File: src/rtl/imem_port_arbiter.sv
// Single-port IMEM arbiter: debug loader has fixed priority over core fetch, with a starvation guard for fetch.
// Optional macro IMEM_ARB_WRLOCK_EN adds the wr_unlock write-protect input and the sticky wr_err flag.
module imem_port_arbiter #(
  parameter int unsigned DATA_WIDTH   = 32,
  parameter int unsigned ADDR_W_IMEM  = 12,
  parameter int unsigned STARVE_LIMIT = 4
) (
  input  logic                   clk,
  input  logic                   reset,
  input  logic                   f_req,
  input  logic [ADDR_W_IMEM-1:0] f_addr,
  output logic                   f_gnt,
  output logic                   f_rvalid,
  output logic [DATA_WIDTH-1:0]  f_rdata,
  input  logic                   d_read,
  input  logic                   d_write,
  input  logic [ADDR_W_IMEM-1:0] d_addr,
  input  logic [DATA_WIDTH-1:0]  d_wdata,
  output logic                   d_waitrequest,
  output logic                   d_readdatavalid,
  output logic [DATA_WIDTH-1:0]  d_readdata,
  output logic [ADDR_W_IMEM-3:0] m_addr,
  output logic                   m_we,
  output logic [DATA_WIDTH-1:0]  m_wdata,
`ifdef IMEM_ARB_WRLOCK_EN
  input  logic                   wr_unlock,
  output logic                   wr_err,
`endif
  input  logic [DATA_WIDTH-1:0]  m_rdata
);

  localparam int unsigned WORD_W = ADDR_W_IMEM - 2;
  localparam int unsigned CNT_W  = 3;

  typedef enum logic [1:0] {OWN_NONE, OWN_FETCH, OWN_DEBUG} owner_e;

  owner_e              rd_owner, rd_owner_nxt;
  logic [CNT_W-1:0]    starve_cnt, starve_nxt;
  logic [WORD_W-1:0]   addr_q, addr_nxt;
  logic [DATA_WIDTH-1:0] wdata_q, wdata_nxt;
  logic                d_req, d_gnt, starved, wr_ok;
  logic                unused_addr_lsbs;

  // Byte-offset bits are deliberately ignored; words are always aligned.
  assign unused_addr_lsbs = ^{f_addr[1:0], d_addr[1:0]};

`ifdef IMEM_ARB_WRLOCK_EN
  assign wr_ok = wr_unlock;
`else
  assign wr_ok = 1'b1;
`endif

  // State registers
  always_ff @(posedge clk) begin
    if (reset) begin
      rd_owner   <= OWN_NONE;
      starve_cnt <= '0;
      addr_q     <= '0;
      wdata_q    <= '0;
    end else begin
      rd_owner   <= rd_owner_nxt;
      starve_cnt <= starve_nxt;
      addr_q     <= addr_nxt;
      wdata_q    <= wdata_nxt;
    end
  end

  // Grant decision, memory steering and next-state
  always_comb begin
    rd_owner_nxt = OWN_NONE;
    starve_nxt   = starve_cnt;
    addr_nxt     = addr_q;
    wdata_nxt    = wdata_q;

    d_req   = d_read | d_write;
    starved = f_req && (starve_cnt == CNT_W'(STARVE_LIMIT));
    d_gnt   = !reset && d_req && !starved;
    f_gnt   = !reset && f_req && !d_gnt;

    if (f_gnt) begin
      addr_nxt     = f_addr[ADDR_W_IMEM-1:2];
      rd_owner_nxt = OWN_FETCH;
    end else if (d_gnt) begin
      addr_nxt = d_addr[ADDR_W_IMEM-1:2];
      if (d_read) rd_owner_nxt = OWN_DEBUG;
      if (d_write) wdata_nxt = d_wdata;
    end

    if (!f_req || f_gnt) begin
      starve_nxt = '0;
    end else if (starve_cnt < CNT_W'(STARVE_LIMIT)) begin
      starve_nxt = starve_cnt + CNT_W'(1);
    end

    d_waitrequest = !d_gnt;
    m_we          = d_gnt && d_write && wr_ok;
    m_addr        = addr_nxt;
    m_wdata       = wdata_nxt;
  end

  // Read return: RAM output is shared, the owner tag qualifies it; reset drops in-flight data.
  assign f_rdata         = m_rdata;
  assign d_readdata      = m_rdata;
  assign f_rvalid        = !reset && (rd_owner == OWN_FETCH);
  assign d_readdatavalid = !reset && (rd_owner == OWN_DEBUG);

`ifdef IMEM_ARB_WRLOCK_EN
  // Sticky flag for a debug write attempted while locked
  always_ff @(posedge clk) begin
    if (reset) begin
      wr_err <= 1'b0;
    end else if (d_gnt && d_write && !wr_unlock) begin
      wr_err <= 1'b1;
    end
  end
`endif

endmodule

File: config.mk
export PLATFORM = sky130hd
export DESIGN_NAME = imem_port_arbiter
export DESIGN_NICKNAME = d
export VERILOG_FILES = /design/src/rtl/imem_port_arbiter.sv
export SDC_FILE = /design/constraint.sdc
export NUM_CORES = 1
export LEC_CHECK = 0
export CELL_PAD_IN_SITES_DETAIL_PLACEMENT = 1
export CELL_PAD_IN_SITES_GLOBAL_PLACEMENT = 1
export CORE_MARGIN = 2
export CORE_UTILIZATION = 23
export DETAILED_ROUTE_END_ITERATION = 10
export GPL_TIMING_DRIVEN = 0
export HOLD_SLACK_MARGIN = 0.1
export PLACE_DENSITY = 0.82
export SKIP_LAST_GASP = 1
export SYNTH_ARGS = -nofsm -noshare
export SYNTH_HDL_FRONTEND = slang
export SYNTH_SLANG_ARGS = --single-unit
File: constraint.sdc
create_clock -name clk -period 2.1 [get_ports clk]
set_input_delay 0.42 -clock clk [delete_from_list [all_inputs] [get_ports clk]]
set_output_delay 0.42 -clock clk [all_outputs]
set_load 0.02 [all_outputs]
==> results of run 1 <==
per-stage QoR:
step | hold slack, ns | std cells | util, %
after detailed placement | 0.495 | 657 | 39.8
after CTS | 0.467 | 675 | 44.4
final | 0.467 | 680 | 46.4
after floorplan | 0.474 | 349 | -
after global routing | 0.486 | 680 | 46.4
after global placement | 0.483 | 657 | 39.8
cells by family (layout without fill, tap and decap cells):
logic type,count (synthesis),after routing,share of synthesized area [%]
adder cells (fa/ha/maj),2,2,0.911
AO/OA/AOI/OAI,87,87,20.1
flip-flops,47,47,34.2
multiplexers,11,11,4.05
buffers and inverters,95,283,23.0
AND/OR/NAND/NOR,106,106,17.4
XOR/XNOR,1,1,0.319
worst max-delay path, cell delays in order, from the launching register on:
cell and delay [ns]:
dfxtp_2 0.35, inv_2 0.05, ha_4 0.16, a31o_4 0.27
nor2_4 0.13, inv_4 0.08, buf_12 0.15, a31oi_4 0.19
buf_6 0.14
layer usage:
| metal | vias up | wire (um) | track usage, % |
|---|---|---|---|
| li1 | 1506 | - | - |
| met1 | 1505 | 4580 | 19.6 |
| met2 | 139 | 5910 | 30.3 |
| met3 | 11 | 874 | 4.12 |
| met4 | 0 | 121 | 2.52 |
| met5 | - | 0 | 0 |
how the worst min path moves through the flow:
stage,from,end,slack [ns],depth (start not counted)
6_report,wdata_q[18],wdata_q[18],0.47,2
5_1_grt,wdata_q[23],wdata_q[23],0.49,2
4_1_cts,wdata_q[16],wdata_q[16],0.47,2
3_5_place_dp,wdata_q[16],wdata_q[16],0.50,2
3_3_place_gp,wdata_q[21],wdata_q[21],0.48,2
2_1_floorplan,wdata_q[16],wdata_q[16],0.47,2
cells in the final DEF (no fill, tap or decap), types with 9 or more instances in the layout:
cell               n
buf_2             16
clkdlybuf4s50_1  117
nand2_1           47
a211oi_2           9
a21oi_1           32
o21ai_2           25
dfxtp_1           45
buf_6             23
mux2i_1           10
buf_4             88
nand3_1           30
area by class of cell:
type | count | area, um2 | share of cell area (%)
timing repair buffer | 180 | 1760 | 32.9
multi-input combinational | 207 | 1590 | 29.6
sequential | 47 | 943 | 17.6
buffer | 90 | 701 | 13.1
tap | 143 | 179 | 3.35
clock buffer | 7 | 153 | 2.85
inverter | 5 | 21.3 | 0.398
clock inverter | 1 | 7.51 | 0.140
flip-flops by register name (all words and copies together), names as in the netlist:
signal,flops
wdata_q,32
addr_q,10
starve_cnt,3
rd_owner,2
repair_timing:
item                       CTS  global route
gates cloned                 3             2
setup endpoints to repair   47            45
gates resized for setup    316            61
buffers inserted             7             3
pin swaps                    7            10
report_power, final:
part / switching (W) / internal, W / leakage, nW / total, W
clock network: 0.000343 / 0.000507 / 0.0761 / 0.000849
registers: 0.0000239 / 0.000939 / 0.387 / 0.000963
logic: 0.000521 / 0.000537 / 1.84 / 0.00106
==> impl_metrics.toml, run 1 <==
[placed_design]
post-place-ws_ns = -0.979
place.gp.congestion = 0.746
io_buffers = 165
dpl.hpwl_um = 8280
placed_area_um2 = 4580

[route]
avgViaCountPerCell = 4.65
num_vias = 3161
ant_nets = 0
drt-initial-drc-count = 111
wire_per_inst_um = 16.9
drt_wl_total_um = 11500
drc = 0
drtPass1Iterations = 4

[global_route]
grt.total_usage_pct = 16.5
antenna_found_initial = 0
grt_pass1_wl_um = 17100
gr-total-overflow = 0
grt_max_degree = 15
grt_pass1_vias = 3368

[timing]
fmax_mhz = 445
fin_crit_sh_pct = 107
setup_viol = 42
fin_crit_ns = 2.25
worstMarginPinSlew_ns = 0.745
drv_slew = 0
setup_slack_ns = -0.146
fin_skew_ns = 0.00996
relSlewSlack_pct = 50.4
tns_ns = -3.33
rsz0062_at_grt = "yes"
hold_violations = 0

[critical_path]
rrSetupSlack_ns = 0.45
crit_path_start_kind = "register"
path_max_fanout = 6
cp-startpoint = "starve_cnt[1]"
r2r-start = "starve_cnt[1]"
crit_arrival_ns = 1.83
r2r_cells = 8
end_kind = "output pin"
r2r-end = "wdata_q[15]"
path_class = "reg -> out"
crit_end = "m_addr[5]"
required_ns = 1.68

[cts]
clockBufferDepth = 2
cts_tree = "built"
clk_pin_slew_ns = 0.07
clk_latency_ns = 0.29
cts_hold_buf = 0
cts-root-buf = "clkbuf_16"
clkSinkCount = 47
cts_buffers = 5
htreeDepth = 2

[logic_synthesis]
seq_area_frac_synth_pct = 34.2
synth_edf_count = 0
yosys_warnings = 0
yosysTopAreaCellShare_pct = 34.2
synthTopCellsByCount = "buf_4 (66), nand2_1 (53), dfxtp_1 (47)"
yosys.area.top_type = "dfxtp_1"
synth_flop_cell = "dfxtp_1"
synth_cell_types = 31
syn-cell-area_um2 = 2750
synth_fp_nets = 444
async_flop_share_pct = 0
yosysMostFrequentCell = "buf_4"
avgSynthCellArea_um2 = 7.87
yosys_register_bits = 47
synthCells = 349
synthTopCellsByArea = "dfxtp_1 (34%), buf_4 (18%), nand2_1 (7.2%)"

[floorplan]
chipHeight_um = 113
die_area_um2 = 12800
io_pins = 204
core_um2 = 11500
die_x_um = 113
initial_utilization_pct = 23.9
rows = 39

[layout]
finalInstanceArea_um2 = 5350
num_antenna_cells = 0
fin_nets = 631
syn_to_final_growth_pct = 94.6
layout-drive-gt1-share_pct = 42.5
fill_cells = 1332

[power_and_ir_drop]
vdd_drop_max_mv = 0.388
total_power_w = 0.00287
p_leak_nw = 2.30
p_per_area_nw_per_um2 = 537

[outcome]
run_status = "finished, violations left"
violations = "setup timing"

[hold_path]
hold_path.class = "reg -> reg"

[run]
max_cap_violations = 0
No activity file was read; power rests on OpenSTA's default activity.
==> run 2, diff against run 1 <==
--- a/config.mk
+++ b/config.mk
@@ -12,7 +12,7 @@
 export DETAILED_ROUTE_END_ITERATION = 10
 export GPL_TIMING_DRIVEN = 0
 export HOLD_SLACK_MARGIN = 0.1
-export PLACE_DENSITY = 0.82
+export PLACE_DENSITY_LB_ADDON = 0.1
 export SKIP_LAST_GASP = 1
 export SYNTH_ARGS = -nofsm -noshare
 export SYNTH_HDL_FRONTEND = slang
==> impl_metrics.toml, run 2 (synthesized netlist as in run 1, its figures left out) <==
[outcome]
run_status = "finished, violations left"
violations = "setup timing"

[floorplan]
rows = 39
die_x_um = 113
die_area_um2 = 12800
initial_utilization_pct = 23.9
chipHeight_um = 113
io_pins = 204
core_um2 = 11500

[global_route]
gr-total-overflow = 0
antenna_found_initial = 0
grt.total_usage_pct = 15.2
grt_pass1_wl_um = 15700
grt_max_degree = 15
grt_pass1_vias = 3149

[hold_path]
hold_path.class = "reg -> reg"

[critical_path]
required_ns = 1.68
crit_path_start_kind = "register"
path_class = "reg -> out"
path_max_fanout = 6
crit_arrival_ns = 1.80
end_kind = "output pin"

[layout]
fin_nets = 629
num_antenna_cells = 0
final_cell_mix = "clkdlybuf4s50_1 (117), buf_4 (91), nand2_1 (53)"
largest_register_ffs = 32
finalInstanceArea_um2 = 5310
finish.utilization_pct = 46.1
reg_top3 = "wdata_q (32), addr_q (10), starve_cnt (3)"
layout_commonest_cell = "clkdlybuf4s50_1"
top_register = "wdata_q"
syn_to_final_growth_pct = 93.2
layout-drive-gt1-share_pct = 41.6

[route]
avgViaCountPerCell = 4.56
drt_wl_total_um = 10300
drt-initial-drc-count = 75
wire_per_inst_um = 15.2
ant_nets = 0
drc = 0
num_vias = 3084
drtPass1Iterations = 4

[timing]
drv_slew = 0
fin_crit_sh_pct = 106
hold_violations = 0
relSlewSlack_pct = 53.6
fin_skew_ns = 0.00514
fmax_mhz = 450
setup_viol = 29
worstMarginPinSlew_ns = 0.697
fin_crit_ns = 2.22
rsz0062_at_grt = "yes"
setup_slack_ns = -0.122

[placed_design]
io_buffers = 165
placed_area_um2 = 4580
dpl.hpwl_um = 7510
post-place-ws_ns = -0.967
place.gp.congestion = 0.760

[cts]
cts-root-buf = "clkbuf_16"
cts_tree = "built"
clk_pin_slew_ns = 0.07
htreeDepth = 2
clk_latency_ns = 0.29
clkSinkCount = 47
clockBufferDepth = 2
cts_buffers = 5

[power_and_ir_drop]
p_int_w = 0.00203
pwr-share-seq_pct = 33.2
p_per_area_nw_per_um2 = 545
pwr-share-comb_pct = 35.9
swShare_pct = 29.9
vdd_drop_max_mv = 0.298
power.switching_w = 0.000864
p_leak_nw = 2.31
clkPwrFrac_pct = 30.9

[run]
max_cap_violations = 0
==> run 2: area by class of cell <==
type	count	area, um2
Fill cell	1325	6210
Timing Repair Buffer	178	1730
Multi-Input combinational cell	207	1560
Sequential cell	47	943
Buffer	90	714
Tap cell	143	179
Clock buffer	5	125
Clock inverter	2	37.5
Inverter	5	21.3
==> run 2: timing repair <==
action | CTS | global route
endpoints found under the setup margin | 47 | 44
gates resized for setup | 320 | 62
cloned | 1 | 3
pin swaps | 5 | 12
hold buffers | 0 | 0
setup buffers | 8 | 2
==> run 2: critical path, stage by stage, from the launching register on <==
cell and delay (ns):
dfxtp_2 0.34, inv_2 0.05, ha_4 0.16, a31o_4 0.29
nor2_4 0.13, inv_4 0.08, clkbuf_16 0.17, a31oi_1 0.13
buf_4 0.17
==> run 2: final timing paths <==
kind / startpoint / cells past startpoint / end / slack [ns]
worst min register to register: wdata_q[29] / 2 / wdata_q[29] / 0.46
worst min-delay path: wdata_q[29] / 2 / wdata_q[29] / 0.46
worst max-delay path: starve_cnt[0] / 8 / m_addr[0] / -0.12
worst max register to register: starve_cnt[0] / 8 / addr_q[8] / 0.45
==> run 2: power groups by stage <==
stage / clock network [W] / registers, W / logic (W)
after floorplan: 0 / 0.000970 / 0.000482
after global placement: 0 / 0.000972 / 0.000904
after detailed placement: 0 / 0.000974 / 0.000911
after CTS: 0.000925 / 0.000960 / 0.000958
after global routing: 0.000962 / 0.000966 / 0.00110
final: 0.000893 / 0.000961 / 0.00104
==> run 2: metal layers <==
layer | global-route usage, % | share of wire (%)
met1 | 19.5 | 42
met2 | 25.5 | 50
met3 | 3.11 | 6.1
met4 | 5.04 | 1.9
met5 | 0 | 0
==> run 2: metrics by stage <==
stage / TNS [ns] / hold WS (ns) / total power, W / instances
after floorplan: 0 / 0.474 / 0.00145 / 349
after global placement: -37.43 / 0.485 / 0.00188 / 657
after detailed placement: -37.61 / 0.499 / 0.00189 / 657
after CTS: -1.29 / 0.470 / 0.00284 / 673
after global routing: -4.05 / 0.480 / 0.00303 / 677
final: -1.18 / 0.464 / 0.00289 / 677
